$ cat config.mk
export PLATFORM = sky130hd
export DESIGN_NAME = id_ctrl_stage
export DESIGN_NICKNAME = d
export VERILOG_FILES = /design/src/rtl/rv_ctrl_pkg.sv /design/src/rtl/rv_decode.sv /design/src/rtl/id_ctrl_stage.sv
export SDC_FILE = /design/constraint.sdc
export NUM_CORES = 1
export LEC_CHECK = 0
export CORE_UTILIZATION = 35
export CTS_CLUSTER_SIZE = 40
export DETAILED_ROUTE_END_ITERATION = 7
export PLACE_DENSITY = 0.58
export SYNTH_ARGS = -nofsm -noshare
export SYNTH_HDL_FRONTEND = slang
export SYNTH_SLANG_ARGS = --single-unit
$ cat constraint.sdc
create_clock -name clk -period 9.33 [get_ports clk]
set_input_delay 1.866 -clock clk [delete_from_list [all_inputs] [get_ports clk]]
set_output_delay 1.866 -clock clk [all_outputs]
set_load 0.01 [all_outputs]
$ cat src/rtl/rv_ctrl_pkg.sv
// Shared encodings for the RV32 ID/EX control path: opcodes, ALU ops,
// mux selects, the registered control bundle and the MUL/DIV FSM state.
package rv_ctrl_pkg;

  localparam logic [6:0] OPC_OP     = 7'b0110011;
  localparam logic [6:0] OPC_OP_IMM = 7'b0010011;
  localparam logic [6:0] OPC_LOAD   = 7'b0000011;
  localparam logic [6:0] OPC_STORE  = 7'b0100011;
  localparam logic [6:0] OPC_LUI    = 7'b0110111;
  localparam logic [6:0] OPC_AUIPC  = 7'b0010111;
  localparam logic [6:0] OPC_JAL    = 7'b1101111;
  localparam logic [6:0] OPC_JALR   = 7'b1100111;
  localparam logic [6:0] OPC_BRANCH = 7'b1100011;

  localparam logic [4:0] ALU_AND  = 5'b00000;
  localparam logic [4:0] ALU_OR   = 5'b00001;
  localparam logic [4:0] ALU_ADD  = 5'b00010;
  localparam logic [4:0] ALU_SLT  = 5'b00011;
  localparam logic [4:0] ALU_SLTU = 5'b00100;
  localparam logic [4:0] ALU_XOR  = 5'b00101;
  localparam logic [4:0] ALU_SUB  = 5'b00110;
  localparam logic [4:0] ALU_SLL  = 5'b01000;
  localparam logic [4:0] ALU_SRL  = 5'b01010;
  localparam logic [4:0] ALU_SRA  = 5'b01011;
  // M ops are {2'b10, funct3}: mul..mulhu, div..remu
  localparam logic [1:0] ALU_M_PREFIX = 2'b10;

  localparam logic [1:0] WD_ALU  = 2'b00;
  localparam logic [1:0] WD_DRAM = 2'b01;
  localparam logic [1:0] WD_PC4  = 2'b10;
  localparam logic [1:0] WD_IMM  = 2'b11;

  localparam logic [2:0] SEXT_I     = 3'b000;
  localparam logic [2:0] SEXT_SHAMT = 3'b001;
  localparam logic [2:0] SEXT_S     = 3'b010;
  localparam logic [2:0] SEXT_U     = 3'b011;
  localparam logic [2:0] SEXT_B     = 3'b100;
  localparam logic [2:0] SEXT_J     = 3'b101;

  localparam logic [1:0] MEM_BYTE = 2'b00;
  localparam logic [1:0] MEM_HALF = 2'b01;
  localparam logic [1:0] MEM_WORD = 2'b10;

  typedef struct packed {
    logic       valid;
    logic [1:0] wd_sel;
    logic [4:0] alu_op;
    logic       alua_sel;
    logic       alub_sel;
    logic       rf_we;
    logic       dram_we;
    logic [1:0] mem_size;
    logic       mem_uns;
    logic [2:0] sext_op;
    logic [3:0] branch;
    logic [1:0] jump;
    logic [4:0] rd;
    logic [4:0] rs1;
    logic [4:0] rs2;
    logic       illegal;
  } ex_ctrl_t;

  typedef enum logic {
    ST_IDLE,
    ST_BUSY
  } mdu_state_e;

endpackage

$ cat src/rtl/rv_decode.sv
// Combinational RV32I(+M) decoder: instruction word to control bundle,
// plus flags marking multi-cycle multiply and divide operations.
module rv_decode
  import rv_ctrl_pkg::*;
#(
  parameter bit ENABLE_M = 1'b1
) (
  input  logic [31:0] inst,
  output ex_ctrl_t    ctrl,
  output logic        is_mul,
  output logic        is_div
);

  logic [6:0] opcode;
  logic [2:0] funct3;
  logic [6:0] funct7;
  logic [4:0] rd, rs1, rs2;
  logic       bad;

  assign opcode = inst[6:0];
  assign rd     = inst[11:7];
  assign funct3 = inst[14:12];
  assign rs1    = inst[19:15];
  assign rs2    = inst[24:20];
  assign funct7 = inst[31:25];

  always_comb begin
    // NOTE: every output gets a default first so no path can infer a latch.
    ctrl       = '0;
    ctrl.valid = 1'b1;
    is_mul     = 1'b0;
    is_div     = 1'b0;
    bad        = 1'b0;

    case (opcode)
      OPC_OP: begin
        ctrl.rd    = rd;
        ctrl.rs1   = rs1;
        ctrl.rs2   = rs2;
        ctrl.rf_we = 1'b1;
        case (funct7)
          7'b0000000: begin
            case (funct3)
              3'b000:  ctrl.alu_op = ALU_ADD;
              3'b001:  ctrl.alu_op = ALU_SLL;
              3'b010:  ctrl.alu_op = ALU_SLT;
              3'b011:  ctrl.alu_op = ALU_SLTU;
              3'b100:  ctrl.alu_op = ALU_XOR;
              3'b101:  ctrl.alu_op = ALU_SRL;
              3'b110:  ctrl.alu_op = ALU_OR;
              default: ctrl.alu_op = ALU_AND;
            endcase
          end
          7'b0100000: begin
            if (funct3 == 3'b000)      ctrl.alu_op = ALU_SUB;
            else if (funct3 == 3'b101) ctrl.alu_op = ALU_SRA;
            else                       bad = 1'b1;
          end
          7'b0000001: begin
            if (ENABLE_M) begin
              ctrl.alu_op = {ALU_M_PREFIX, funct3};
              is_mul      = ~funct3[2];
              is_div      = funct3[2];
            end else begin
              bad = 1'b1;
            end
          end
          default: bad = 1'b1;
        endcase
      end

      OPC_OP_IMM: begin
        ctrl.rd       = rd;
        ctrl.rs1      = rs1;
        ctrl.rf_we    = 1'b1;
        ctrl.alub_sel = 1'b1;
        ctrl.sext_op  = SEXT_I;
        case (funct3)
          3'b000: ctrl.alu_op = ALU_ADD;
          3'b010: ctrl.alu_op = ALU_SLT;
          3'b011: ctrl.alu_op = ALU_SLTU;
          3'b100: ctrl.alu_op = ALU_XOR;
          3'b110: ctrl.alu_op = ALU_OR;
          3'b111: ctrl.alu_op = ALU_AND;
          3'b001: begin
            ctrl.alu_op  = ALU_SLL;
            ctrl.sext_op = SEXT_SHAMT;
            bad          = (funct7 != 7'b0000000);
          end
          default: begin
            ctrl.sext_op = SEXT_SHAMT;
            if (funct7 == 7'b0000000)      ctrl.alu_op = ALU_SRL;
            else if (funct7 == 7'b0100000) ctrl.alu_op = ALU_SRA;
            else                           bad = 1'b1;
          end
        endcase
      end

      OPC_LOAD: begin
        ctrl.rd       = rd;
        ctrl.rs1      = rs1;
        ctrl.rf_we    = 1'b1;
        ctrl.wd_sel   = WD_DRAM;
        ctrl.alu_op   = ALU_ADD;
        ctrl.alub_sel = 1'b1;
        ctrl.sext_op  = SEXT_I;
        ctrl.mem_size = funct3[1:0];
        ctrl.mem_uns  = funct3[2];
        bad = (funct3 == 3'b011) || (funct3[2] && funct3[1]);
      end

      OPC_STORE: begin
        ctrl.rs1      = rs1;
        ctrl.rs2      = rs2;
        ctrl.dram_we  = 1'b1;
        ctrl.alu_op   = ALU_ADD;
        ctrl.alub_sel = 1'b1;
        ctrl.sext_op  = SEXT_S;
        ctrl.mem_size = funct3[1:0];
        bad = funct3[2] || (funct3[1:0] == 2'b11);
      end

      OPC_LUI: begin
        ctrl.rd      = rd;
        ctrl.rf_we   = 1'b1;
        ctrl.wd_sel  = WD_IMM;
        ctrl.sext_op = SEXT_U;
      end

      OPC_AUIPC: begin
        ctrl.rd       = rd;
        ctrl.rf_we    = 1'b1;
        ctrl.alu_op   = ALU_ADD;
        ctrl.alua_sel = 1'b1;
        ctrl.alub_sel = 1'b1;
        ctrl.sext_op  = SEXT_U;
      end

      OPC_JAL: begin
        ctrl.rd      = rd;
        ctrl.rf_we   = 1'b1;
        ctrl.wd_sel  = WD_PC4;
        ctrl.sext_op = SEXT_J;
        ctrl.jump    = 2'b11;
      end

      OPC_JALR: begin
        ctrl.rd       = rd;
        ctrl.rs1      = rs1;
        ctrl.rf_we    = 1'b1;
        ctrl.wd_sel   = WD_PC4;
        ctrl.alu_op   = ALU_ADD;
        ctrl.alub_sel = 1'b1;
        ctrl.sext_op  = SEXT_I;
        ctrl.jump     = 2'b01;
        bad           = (funct3 != 3'b000);
      end

      OPC_BRANCH: begin
        ctrl.rs1     = rs1;
        ctrl.rs2     = rs2;
        ctrl.alu_op  = ALU_SUB;
        ctrl.sext_op = SEXT_B;
        ctrl.branch  = {funct3, 1'b1};
        bad          = (funct3[2:1] == 2'b01);
      end

      default: bad = 1'b1;
    endcase

    if (bad) begin
      ctrl         = '0;
      ctrl.valid   = 1'b1;
      ctrl.illegal = 1'b1;
      is_mul       = 1'b0;
      is_div       = 1'b0;
    end else if (ctrl.rd == 5'd0) begin
      ctrl.rf_we = 1'b0;
    end
  end

endmodule

$ cat src/rtl/id_ctrl_stage.sv
// Registered decode/control stage: ID/EX bundle register, load-use
// interlock and the IDLE/BUSY sequencer for multi-cycle MUL/DIV in EX.
module id_ctrl_stage
  import rv_ctrl_pkg::*;
#(
  parameter bit ENABLE_M   = 1'b1,
  parameter int MUL_CYCLES = 2,
  parameter int DIV_CYCLES = 33
) (
  input  logic        clk,
  input  logic        rst_n,
  input  logic        id_valid,
  input  logic [31:0] id_inst,
  input  logic        flush,
  input  logic        hold,
  output logic        id_ready,
  output logic        ex_valid,
  output logic [1:0]  ex_wd_sel,
  output logic [4:0]  ex_alu_op,
  output logic        ex_alua_sel,
  output logic        ex_alub_sel,
  output logic        ex_rf_we,
  output logic        ex_dram_we,
  output logic [1:0]  ex_mem_size,
  output logic        ex_mem_uns,
  output logic [2:0]  ex_sext_op,
  output logic [3:0]  ex_branch,
  output logic [1:0]  ex_jump,
  output logic [4:0]  ex_rd,
  output logic [4:0]  ex_rs1,
  output logic [4:0]  ex_rs2,
  output logic        ex_illegal,
  output logic        ex_busy
);

  localparam logic [5:0] MUL_REMAIN = 6'(MUL_CYCLES - 1);
  localparam logic [5:0] DIV_REMAIN = 6'(DIV_CYCLES - 1);

  ex_ctrl_t   dec, ex_q, ex_d;
  logic       dec_mul, dec_div;
  mdu_state_e state_q, state_d;
  logic [5:0] cnt_q, cnt_d;
  logic       hazard;

  rv_decode #(.ENABLE_M(ENABLE_M)) u_decode (
    .inst   (id_inst),
    .ctrl   (dec),
    .is_mul (dec_mul),
    .is_div (dec_div)
  );

  // Only loads write back from DRAM, so wd_sel identifies them; unused rs are 0.
  assign hazard = ex_q.valid && (ex_q.wd_sel == WD_DRAM) && (ex_q.rd != 5'd0) &&
                  id_valid && ((dec.rs1 == ex_q.rd) || (dec.rs2 == ex_q.rd));

  assign id_ready = rst_n && !flush && !hold && (state_q == ST_IDLE) && !hazard;

  always_comb begin
    ex_d    = ex_q;
    state_d = state_q;
    cnt_d   = cnt_q;
    if (flush) begin
      ex_d    = '0;
      state_d = ST_IDLE;
      cnt_d   = '0;
    end else if (hold) begin
      // everything frozen
    end else if (state_q == ST_BUSY) begin
      cnt_d = cnt_q - 6'd1;
      if (cnt_q == 6'd1) state_d = ST_IDLE;
    end else if (id_valid && !hazard) begin
      ex_d = dec;
      if (dec_mul && MUL_CYCLES > 1) begin
        state_d = ST_BUSY;
        cnt_d   = MUL_REMAIN;
      end else if (dec_div && DIV_CYCLES > 1) begin
        state_d = ST_BUSY;
        cnt_d   = DIV_REMAIN;
      end
    end else begin
      ex_d = '0;
    end
  end

  always_ff @(posedge clk or negedge rst_n) begin
    if (!rst_n) begin
      ex_q    <= '0;
      state_q <= ST_IDLE;
      cnt_q   <= '0;
    end else begin
      // NOTE: non-blocking so every register samples the pre-edge values.
      ex_q    <= ex_d;
      state_q <= state_d;
      cnt_q   <= cnt_d;
    end
  end

  assign ex_valid    = ex_q.valid;
  assign ex_wd_sel   = ex_q.wd_sel;
  assign ex_alu_op   = ex_q.alu_op;
  assign ex_alua_sel = ex_q.alua_sel;
  assign ex_alub_sel = ex_q.alub_sel;
  assign ex_rf_we    = ex_q.rf_we;
  assign ex_dram_we  = ex_q.dram_we;
  assign ex_mem_size = ex_q.mem_size;
  assign ex_mem_uns  = ex_q.mem_uns;
  assign ex_sext_op  = ex_q.sext_op;
  assign ex_branch   = ex_q.branch;
  assign ex_jump     = ex_q.jump;
  assign ex_rd       = ex_q.rd;
  assign ex_rs1      = ex_q.rs1;
  assign ex_rs2      = ex_q.rs2;
  assign ex_illegal  = ex_q.illegal;
  assign ex_busy     = (state_q == ST_BUSY);

endmodule

### Word level (Yosys, flattened, before mapping)

Cells that the tools add are included.

| word-level totals | value |
|---|---|
| register bits after elaboration | 47 |
| input port bits | 37 |
| output and inout bits | 42 |

| cells by class | value |
|---|---|
| $add $sub $neg | 1 |
| equal/unequal tests | 26 |
| mux-type cells | 56 |
| bitwise logic cells | 2 |
| reductions and logical operators | 37 |

Operators by type and width:

| kind | number |
|---|---|
| $mux W40 | 4 |
| $mux W6 | 6 |
| $pmux W5 S7 | 1 |
| $mux W29 | 1 |
| $eq A7 B6 Y1 const B | 4 |
| $pmux W4 S7 | 1 |
| $mux W1 | 25 |
| $mux W5 | 5 |
| $eq A7 B7 Y1 const B | 3 |
| $pmux W5 S4 | 1 |
| $pmux W3 S5 | 1 |
| $pmux W5 S3 | 1 |
| $eq A7 B5 Y1 const B | 2 |
| $eq A3 B3 Y1 const B | 4 |
| $mux W4 | 3 |
| $reduce_or A6 Y1 | 2 |
| $eq A5 B5 Y1 | 2 |
| $logic_and A1 B1 Y1 | 10 |
| $mux W9 | 1 |
| $reduce_or A2 Y1 | 4 |
| $eq A7 B1 Y1 const B | 1 |
| $eq A7 B2 Y1 const B | 1 |
| $logic_not A7 Y1 | 1 |
| $pmux W1 S7 | 1 |
| 26 further kinds | 37 |

### Longest topological paths before layout

Gate-level depths: netlist of the first run.

| depth | value |
|---|---|
| word-level depth | 15 |
| depth in mapped cells | 13 |
| gate-level depth less buffers | 9 |

### By module

From an unflattened synthesis of the first run, not the netlist that was laid out.

| unflattened totals | value |
|---|---|
| cells, all modules | 356 |
| area total of the unflattened synthesis | 3174.3 um^2 |

Modules (own cells, without submodules):

| module | times used | cells each | area each (um^2) | sequential area each (um^2) |
|---|---|---|---|---|
| id_ctrl_stage | 1 | 175 | 2137.0 | 1176.1 |
| rv_decode | 1 | 181 | 1037.2 | 0.0 |

### Worst setup path after synthesis of the first run

Ideal clock, no wire load.

| timing | value |
|---|---|
| path kind | input-to-output |
| from | input port id_inst[28] |
| to | output port id_ready |
| data arrival time | 4085 ps |
| data required time | 7464 ps |
| slack | 3379 ps |
| stages on the path | 8 |
| cells stage by stage | or4_4 nor3_1 a21oi_1 or4_4 o21ai_0 a22o_2 a21oi_4 nor4b_1 |

| on the way | value |
|---|---|
| word-level cells in the longest chain between the ends | 11 |
| elaborated cells on any way between the ends | 17 |
| classes of those cells | eq/ne: 4; mux: 6; reduce/logical: 7 |

RTL lines:

| item | RTL line | source |
|---|---|---|
| start: declaration | id_ctrl_stage.sv:13 | `input logic [31:0] id_inst,` |
| $eq A7 B6 Y1 | rv_decode.sv:41, rv_decode.sv:93 |  |
| $mux W1 | rv_decode.sv:93 | `else if (funct7 == 7'b0100000) ctrl.alu_op = ALU_SRA;` |
| $mux W1 | rv_decode.sv:92 | `if (funct7 == 7'b0000000) ctrl.alu_op = ALU_SRL;` |
| $pmux W1 S2 | rv_decode.sv:78 | `case (funct3)` |
| $pmux W1 S7 (*) | rv_decode.sv:35 | `case (opcode)` |
| $mux W29 (*) | rv_decode.sv:171 | `if (bad) begin` |
| $eq A5 B5 Y1 | id_ctrl_stage.sv:54 | `id_valid && ((dec.rs1 == ex_q.rd) \|\| (dec.rs2 == ex_q.rd));` |
| $logic_or A1 B1 Y1 (*) | id_ctrl_stage.sv:54 |  |
| $logic_and A1 B1 Y1 (*) | id_ctrl_stage.sv:54 |  |
| $logic_not A1 Y1 (*) | id_ctrl_stage.sv:56 | `assign id_ready = rst_n && !flush && !hold && (state_q == ST_IDLE) && !hazard;` |
| $logic_and A1 B1 Y1 (*) | id_ctrl_stage.sv:56 |  |
| end: declaration | id_ctrl_stage.sv:16 | `output logic id_ready,` |

Mark *: on every way between the ends. The rest lies on a longest branch, timed or not.

### Worst setup path after layout of the first run

| timing | value |
|---|---|
| from | input port id_inst[5] |
| to | output port id_ready |

| on the way | value |
|---|---|
| word-level cells in the longest chain between the ends | 9 |
| elaborated cells on any way between the ends | 22 |
| classes of those cells | eq/ne: 11; mux: 4; reduce/logical: 7 |

RTL lines:

| item | RTL line |
|---|---|
| $eq A7 B6 Y1 (tied with other cells) | rv_decode.sv:35 |
| $reduce_or A3 Y1 (no line) / $reduce_or A6 Y1 (equally long branches) | - |
| $pmux W1 S7 / $mux W5 (equally long branches) | rv_decode.sv:35 |
| $mux W29 (*) | rv_decode.sv:171 |
| $eq A5 B5 Y1 | id_ctrl_stage.sv:54 |
| $logic_or A1 B1 Y1 (*) | id_ctrl_stage.sv:54 |
| $logic_and A1 B1 Y1 (*) | id_ctrl_stage.sv:54 |
| $logic_not A1 Y1 (*) | id_ctrl_stage.sv:56 |
| $logic_and A1 B1 Y1 (*) | id_ctrl_stage.sv:56 |

Marked as above.

==> results.yml, run 1 <==
place:
  place_congestion: 0.872
  io_buffers: 78
  placed_area_mm2: 0.00369
  dp_hpwl_um: 5750
drt:
  dr.first_iter.drc_count: 184
  vias: 2769
  via_per_inst: 5.72
  drc: 0
  wire_per_inst_um: 16.6
  wl_um: 8040
  postRouteAntennaNets: 0
  drt_pass1_iterations: 4
critical_path:
  worstSetupPathType: "input port to output pin"
  cp-start-kind: "input port"
  required_ns: 7.46
  worstRegToRegCells: 9
  regToRegStartpoint: "ex_rd[3]$_DFFE_PN0P_"
  cp.arrival_ns: 5.50
  crit_fanout: 16
  r2r_setup_slack_ns: 6.95
  r2r_end: "ex_alua_sel$_DFFE_PN0P_"
  cp-end-kind: "output pin"
flow_run:
  drv_cap: 0
floorplanning:
  rows: 32
  die_area_mm2: 0.00858
  core_area_mm2: 0.00785
  die_w_um: 92.7
  die_y_um: 92.7
  ios: 79
  initial_core_util_pct: 36.7
cts:
  cts_inserted_buffers: 5
  cts.reportedPaths.clkPinSlew_ns: 0.09
  cts_setup_buffers: 0
  cts.path.max_buffers: 2
  cts.sinks: 47
  h-tree-depth: 2
  clk_latency_ns: 0.31
  hold_buffers: 0
  cts_tree: "built"
  cts-root-buf: "clkbuf_8"
  cts_resized: 0
yosys:
  yosysMostFrequentCell: "dfrtp_1"
  ys_ff_latch: 47
  ys_async_sr_fraction_pct: 100
  synthFlopType: "dfrtp_1"
  yosys.area.top_type: "dfrtp_1"
  syn_inst: 316
  synth_edf_count: 0
  yosys_warnings: 0
  synthTopCellsByArea: "dfrtp_1 (41%), a32o_1 (7.7%), nand2_1 (4.2%)"
  synth_top_area_share_pct: 40.9
  syn_area_per_cell_um2: 9.10
  syn-cell-area_mm2: 0.00288
  ys_types: 60
  synth_commonest_cells: "dfrtp_1 (47), nand2_1 (32), nor2_1 (32)"
  yosysSeqAreaShare_pct: 40.9
  synth_nets: 355
outcome:
  outcome: "complete, no violations"
finish:
  n_antenna_cell: 0
  final_nets: 420
  n_fill_cell: 765
  fin_area_mm2: 0.00381
  syn_to_final_growth_pct: 32.4
  drive_above_1_share_pct: 6.54
power:
  p_leak_nw: 1.50
  peakVddDrop_uv: 58.3
  power_density_mw_per_mm2: 108
  power_mw: 0.412
sta:
  fin_crit_ns: 7.37
  maxSlewViolCount: 0
  hold_viol_final: 0
  worst_pin_slew_ns: 0.620
  rsz0062_at_grt: "false"
  clock_skew_ns: 0.00264
  setup_viol: 0
  final.period_utilization_pct: 78.9
  tns_ns: 0
  fmax_mhz: 136
  slew_headroom_pct: 58.6
grt:
  grt.met3_usage_pct: 3.28
  grt_util_met2_pct: 29.3
  grt.overflow.total: 0
  grt_max_degree: 49
  grt_pass1_wl_um: 12900
  use_met1_pct: 27.9
  grt-busiest-layer: "met2"
  antenna_found_initial: 0
  track_usage_pct: 19.2
  grt_pass1_vias: 2535
hold_path:
  hold_path_end: "ex_alu_op[4]$_DFFE_PN0P_"
  hold_depth: 2
  hold_start: "ex_alu_op[4]$_DFFE_PN0P_"
  hp-class: "flop to flop"
## placed cells by master, fill, tap and decap left out, drive strengths merged, types with 3 or more instances in the layout
cell type	instances
clkdlybuf4s50	77
dfrtp	47
nand2	32
nor2	32
a32o	22
o21ai	20
a21oi	18
nor3	14
a22o	10
nand3	9
o31ai	8
inv	6
and3	6
nor2b	6
xor2	6
clkbuf	5
buf	4
nor4	4
nand3b	3
a211oi	3
xnor2	3
o21a	3
a22oi	3
## metrics by stage
| step | utilization, % | hold WS (ns) | setup slack, ns | cells |
|---|---|---|---|---|
| floorplan | - | 0.511 | 3.38 | 316 |
| global placement | 47.1 | 0.464 | 2.08 | 476 |
| detailed placement | 47.1 | 0.463 | 1.98 | 476 |
| CTS | 48.5 | 0.486 | 1.98 | 484 |
| global route | 48.5 | 0.521 | 1.71 | 484 |
| finish | 48.5 | 0.482 | 1.96 | 484 |
## critical path: stages
cell and delay, ns:
clkdlybuf4s50_1 0.82, nor2b_1 0.29, o21ai_0 0.12, a211o_1 0.32, nor4_4 0.54, a2111oi_1 0.18
o22ai_2 0.29, a21oi_4 0.14, nor4b_1 0.33, clkdlybuf4s50_1 0.59
## how the worst max path moves through the flow
stage                startpoint       end  slack [ns]  cells past startpoint
global route         id_inst[5]  id_ready        1.71                     10
finish               id_inst[5]  id_ready        1.96                     10
detailed placement   id_inst[5]  id_ready        1.98                     10
CTS                  id_inst[5]  id_ready        1.98                     10
floorplan           id_inst[28]  id_ready        3.38                      8
global placement     id_inst[5]  id_ready        2.08                     10
## report_power, final
part | switching (mW) | internal (mW) | total, mW
combinational | 0.0307 | 0.0231 | 0.0538
sequential | 0.000504 | 0.204 | 0.205
clock | 0.0735 | 0.0799 | 0.153
total | 0.105 | 0.307 | 0.412
## layer usage
metal	routed length (um)	vias to the layer above	share of wire, %
met2	3620	94	45
met5	0	-	0
met3	474	12	5.9
met4	116	0	1.4
li1	-	1316	-
met1	3830	1347	48
## cell type report
| type | instances | area (um2) | share of cell area, % |
|---|---|---|---|
| Clock buffer | 5 | 68.8 | 1.81 |
| Clock inverter | 3 | 43.8 | 1.15 |
| Inverter | 6 | 22.5 | 0.592 |
| Multi-Input combinational cell | 240 | 1570 | 41.2 |
| Sequential cell | 47 | 1180 | 30.9 |
| Tap cell | 102 | 128 | 3.35 |
| Timing Repair Buffer | 81 | 798 | 21.0 |
## cells by family (layout without fill, tap and decap cells)
group	Yosys count	count (layout)	synth area share (%)
AND/OR/NAND/NOR	123	123	22.5
flip-flops	47	47	40.9
XOR/XNOR	9	9	2.74
AO/OA/AOI/OAI	105	105	28.0
multiplexers	1	1	0.348
buffers and inverters	29	95	4.70
adder cells (fa/ha/maj)	2	2	0.870
## sequential cells by signal (all words and copies together), names as in the netlist
register,flops
ex_jump,2
ex_rd,5
ex_alu_op,5
ex_busy,1
ex_valid,1
ex_alua_sel,1
cnt_q,6
ex_illegal,1
ex_wd_sel,2
ex_rs2,5
ex_rs1,5
ex_rf_we,1
ex_branch,4
ex_sext_op,3
ex_alub_sel,1
ex_mem_uns,1
ex_mem_size,2
ex_dram_we,1
(Power assumes the default switching activity.)
==> inputs of run 2 (changes only) <==
PLACE_DENSITY = 0.61   (was 0.58)
clock period = 6.2 ns   (was 9.33 ns; I/O delays follow)
==> results.yml, run 2 (synthesis gave the netlist of run 1 again) <==
place:
  dp_hpwl_um: 5870
  place_congestion: 0.836
  placed_area_mm2: 0.00375
  io_buffers: 78
cts:
  clk_latency_ns: 0.31
  hold_buffers: 0
  cts_tree: "built"
  cts_inserted_buffers: 5
  h-tree-depth: 2
  cts.path.max_buffers: 2
  cts.sinks: 47
  cts.reportedPaths.clkPinSlew_ns: 0.10
  cts_resized: 0
  cts_setup_buffers: 0
  cts-root-buf: "clkbuf_8"
drt:
  via_per_inst: 5.56
  dr.first_iter.drc_count: 173
  drt_pass1_iterations: 5
  vias: 2731
  postRouteAntennaNets: 0
  wl_um: 7950
  wire_per_inst_um: 16.2
  drc: 0
floorplanning:
  core_area_mm2: 0.00785
  die_w_um: 92.7
  die_y_um: 92.7
  ios: 79
  rows: 32
  initial_core_util_pct: 36.7
  die_area_mm2: 0.00858
finish:
  largest_reg_flops: 6
  n_antenna_cell: 0
  final_nets: 427
  regMostFlops: "cnt_q"
  fin_area_mm2: 0.00386
  drive_above_1_share_pct: 8.23
  final_cell_mix: "clkdlybuf4s50_1 (77), dfrtp_1 (47), nand2_1 (32), nor2_1 (30), a32o_1 (22)"
  syn_to_final_growth_pct: 34.3
  mostFrequentLayoutCell: "clkdlybuf4s50_1"
power:
  p_leak_nw: 1.53
  pwr-share-seq_pct: 49.2
  power_density_mw_per_mm2: 162
  p_int_mw: 0.466
  p_sw_mw: 0.159
  power_mw: 0.625
  p_clk_share_pct: 37.3
  peakVddDrop_uv: 91.8
  p_sw_share_pct: 25.5
  comb_power_share_pct: 13.4
grt:
  grt_pass1_vias: 2577
  grt_pass1_wl_um: 13300
  track_usage_pct: 19.6
  grt_max_degree: 49
  antenna_found_initial: 0
  grt.overflow.total: 0
sta:
  hold_viol_final: 0
  setup_viol: 0
  rsz0062_at_grt: "false"
  final.period_utilization_pct: 92.5
  slew_headroom_pct: 59.5
  maxSlewViolCount: 0
  tns_ns: 0
  worst_pin_slew_ns: 0.607
  fmax_mhz: 174
  clock_skew_ns: 0.00579
  fin_crit_ns: 5.73
critical_path:
  crit_top_cell: "clkdlybuf4s50_1"
  cp.arrival_ns: 4.49
  cp_top_family: "buffers and inverters"
  worstSetupPathType: "input port to output pin"
  cp_slowest_cell: "clkdlybuf4s50_1"
  critPathMaxStageDelay_ns: 0.59
  path_cells: "clkdlybuf4s50_1 -> buf_4 -> nor2b_1 -> or3_1 -> a211o_1 -> or4_4 -> o21ai_0 -> a22o_2 -> a21oi_4 -> nor4b_1 -> clkdlybuf4s50_1"
  cp-end-kind: "output pin"
  cp-start-kind: "input port"
  required_ns: 4.96
  crit_buf_inv: 3
  crit_fanout: 13
flow_run:
  drv_cap: 0
hold_path:
  hp-class: "flop to flop"
outcome:
  outcome: "complete, no violations"
==> run 2: path summary, 6_finish.rpt <==
| check | from | slack [ns] | cells past startpoint | to |
|---|---|---|---|---|
| setup / recovery | id_inst[4] | 0.47 | 11 | id_ready |
| hold / removal | ex_alu_op[4]$_DFFE_PN0P_ | 0.49 | 2 | ex_alu_op[4]$_DFFE_PN0P_ |
| setup reg to reg | ex_rd[2]$_DFFE_PN0P_ | 3.84 | 10 | ex_rs1[2]$_DFFE_PN0P_ |
| hold reg to reg | ex_alu_op[4]$_DFFE_PN0P_ | 0.49 | 2 | ex_alu_op[4]$_DFFE_PN0P_ |
| max in group asynchronous | rst_n | 4.76 | 2 | ex_rd[0]$_DFFE_PN0P_ |
| min in group asynchronous | rst_n | 1.02 | 2 | ex_jump[0]$_DFFE_PN0P_ |
==> run 2: per-layer routing <==
metal | GRT usage (%) | vias up | wire, um
met5 | 0 | - | 0
met4 | 5.26 | 0 | 74
met3 | 2.55 | 5 | 411
met2 | 30.4 | 91 | 3650
met1 | 28.7 | 1296 | 3820
li1 | - | 1339 | -
==> run 2: area by class of cell <==
class	instances	area, um2
well taps	102	128
inverters	6	22.5
multi-input cells	240	1570
fillers	779	3990
flip-flops and latches	47	1180
repair buffers	88	851
clock buffers	5	68.8
clock inverters	3	46.3
==> run 2: power by group through the flow <==
stage	registers, mW	clock network (mW)	logic (mW)
4_1_cts	0.308	0.240	0.0848
3_3_place_gp	0.314	0	0.0837
5_1_grt	0.308	0.252	0.0927
3_5_place_dp	0.314	0	0.0844
6_report	0.308	0.233	0.0839
2_1_floorplan	0.314	0	0.0358
==> run 2: worst register-to-register path, cell delays in order, from the launching register on <==
cell,delay [ns]
dfrtp_1,0.53
nor2_1,0.09
nor3_1,0.14
a21oi_1,0.06
nor3_1,0.16
nand3_1,0.10
a22o_2,0.31
a21oi_4,0.26
nor2_2,0.07
buf_4,0.24
a32o_1,0.31
==> run 2: through the flow <==
| step | std cells | setup slack, ns | hold slack [ns] | util, % |
|---|---|---|---|---|
| 6_report | 491 | 0.467 | 0.487 | 49.2 |
| 5_1_grt | 491 | 0.272 | 0.523 | 49.2 |
| 4_1_cts | 491 | 0.468 | 0.491 | 49.2 |
| 3_5_place_dp | 483 | 0.481 | 0.465 | 47.8 |
| 3_3_place_gp | 483 | 0.502 | 0.465 | 47.8 |
| 2_1_floorplan | 316 | 1.50 | 0.511 | - |
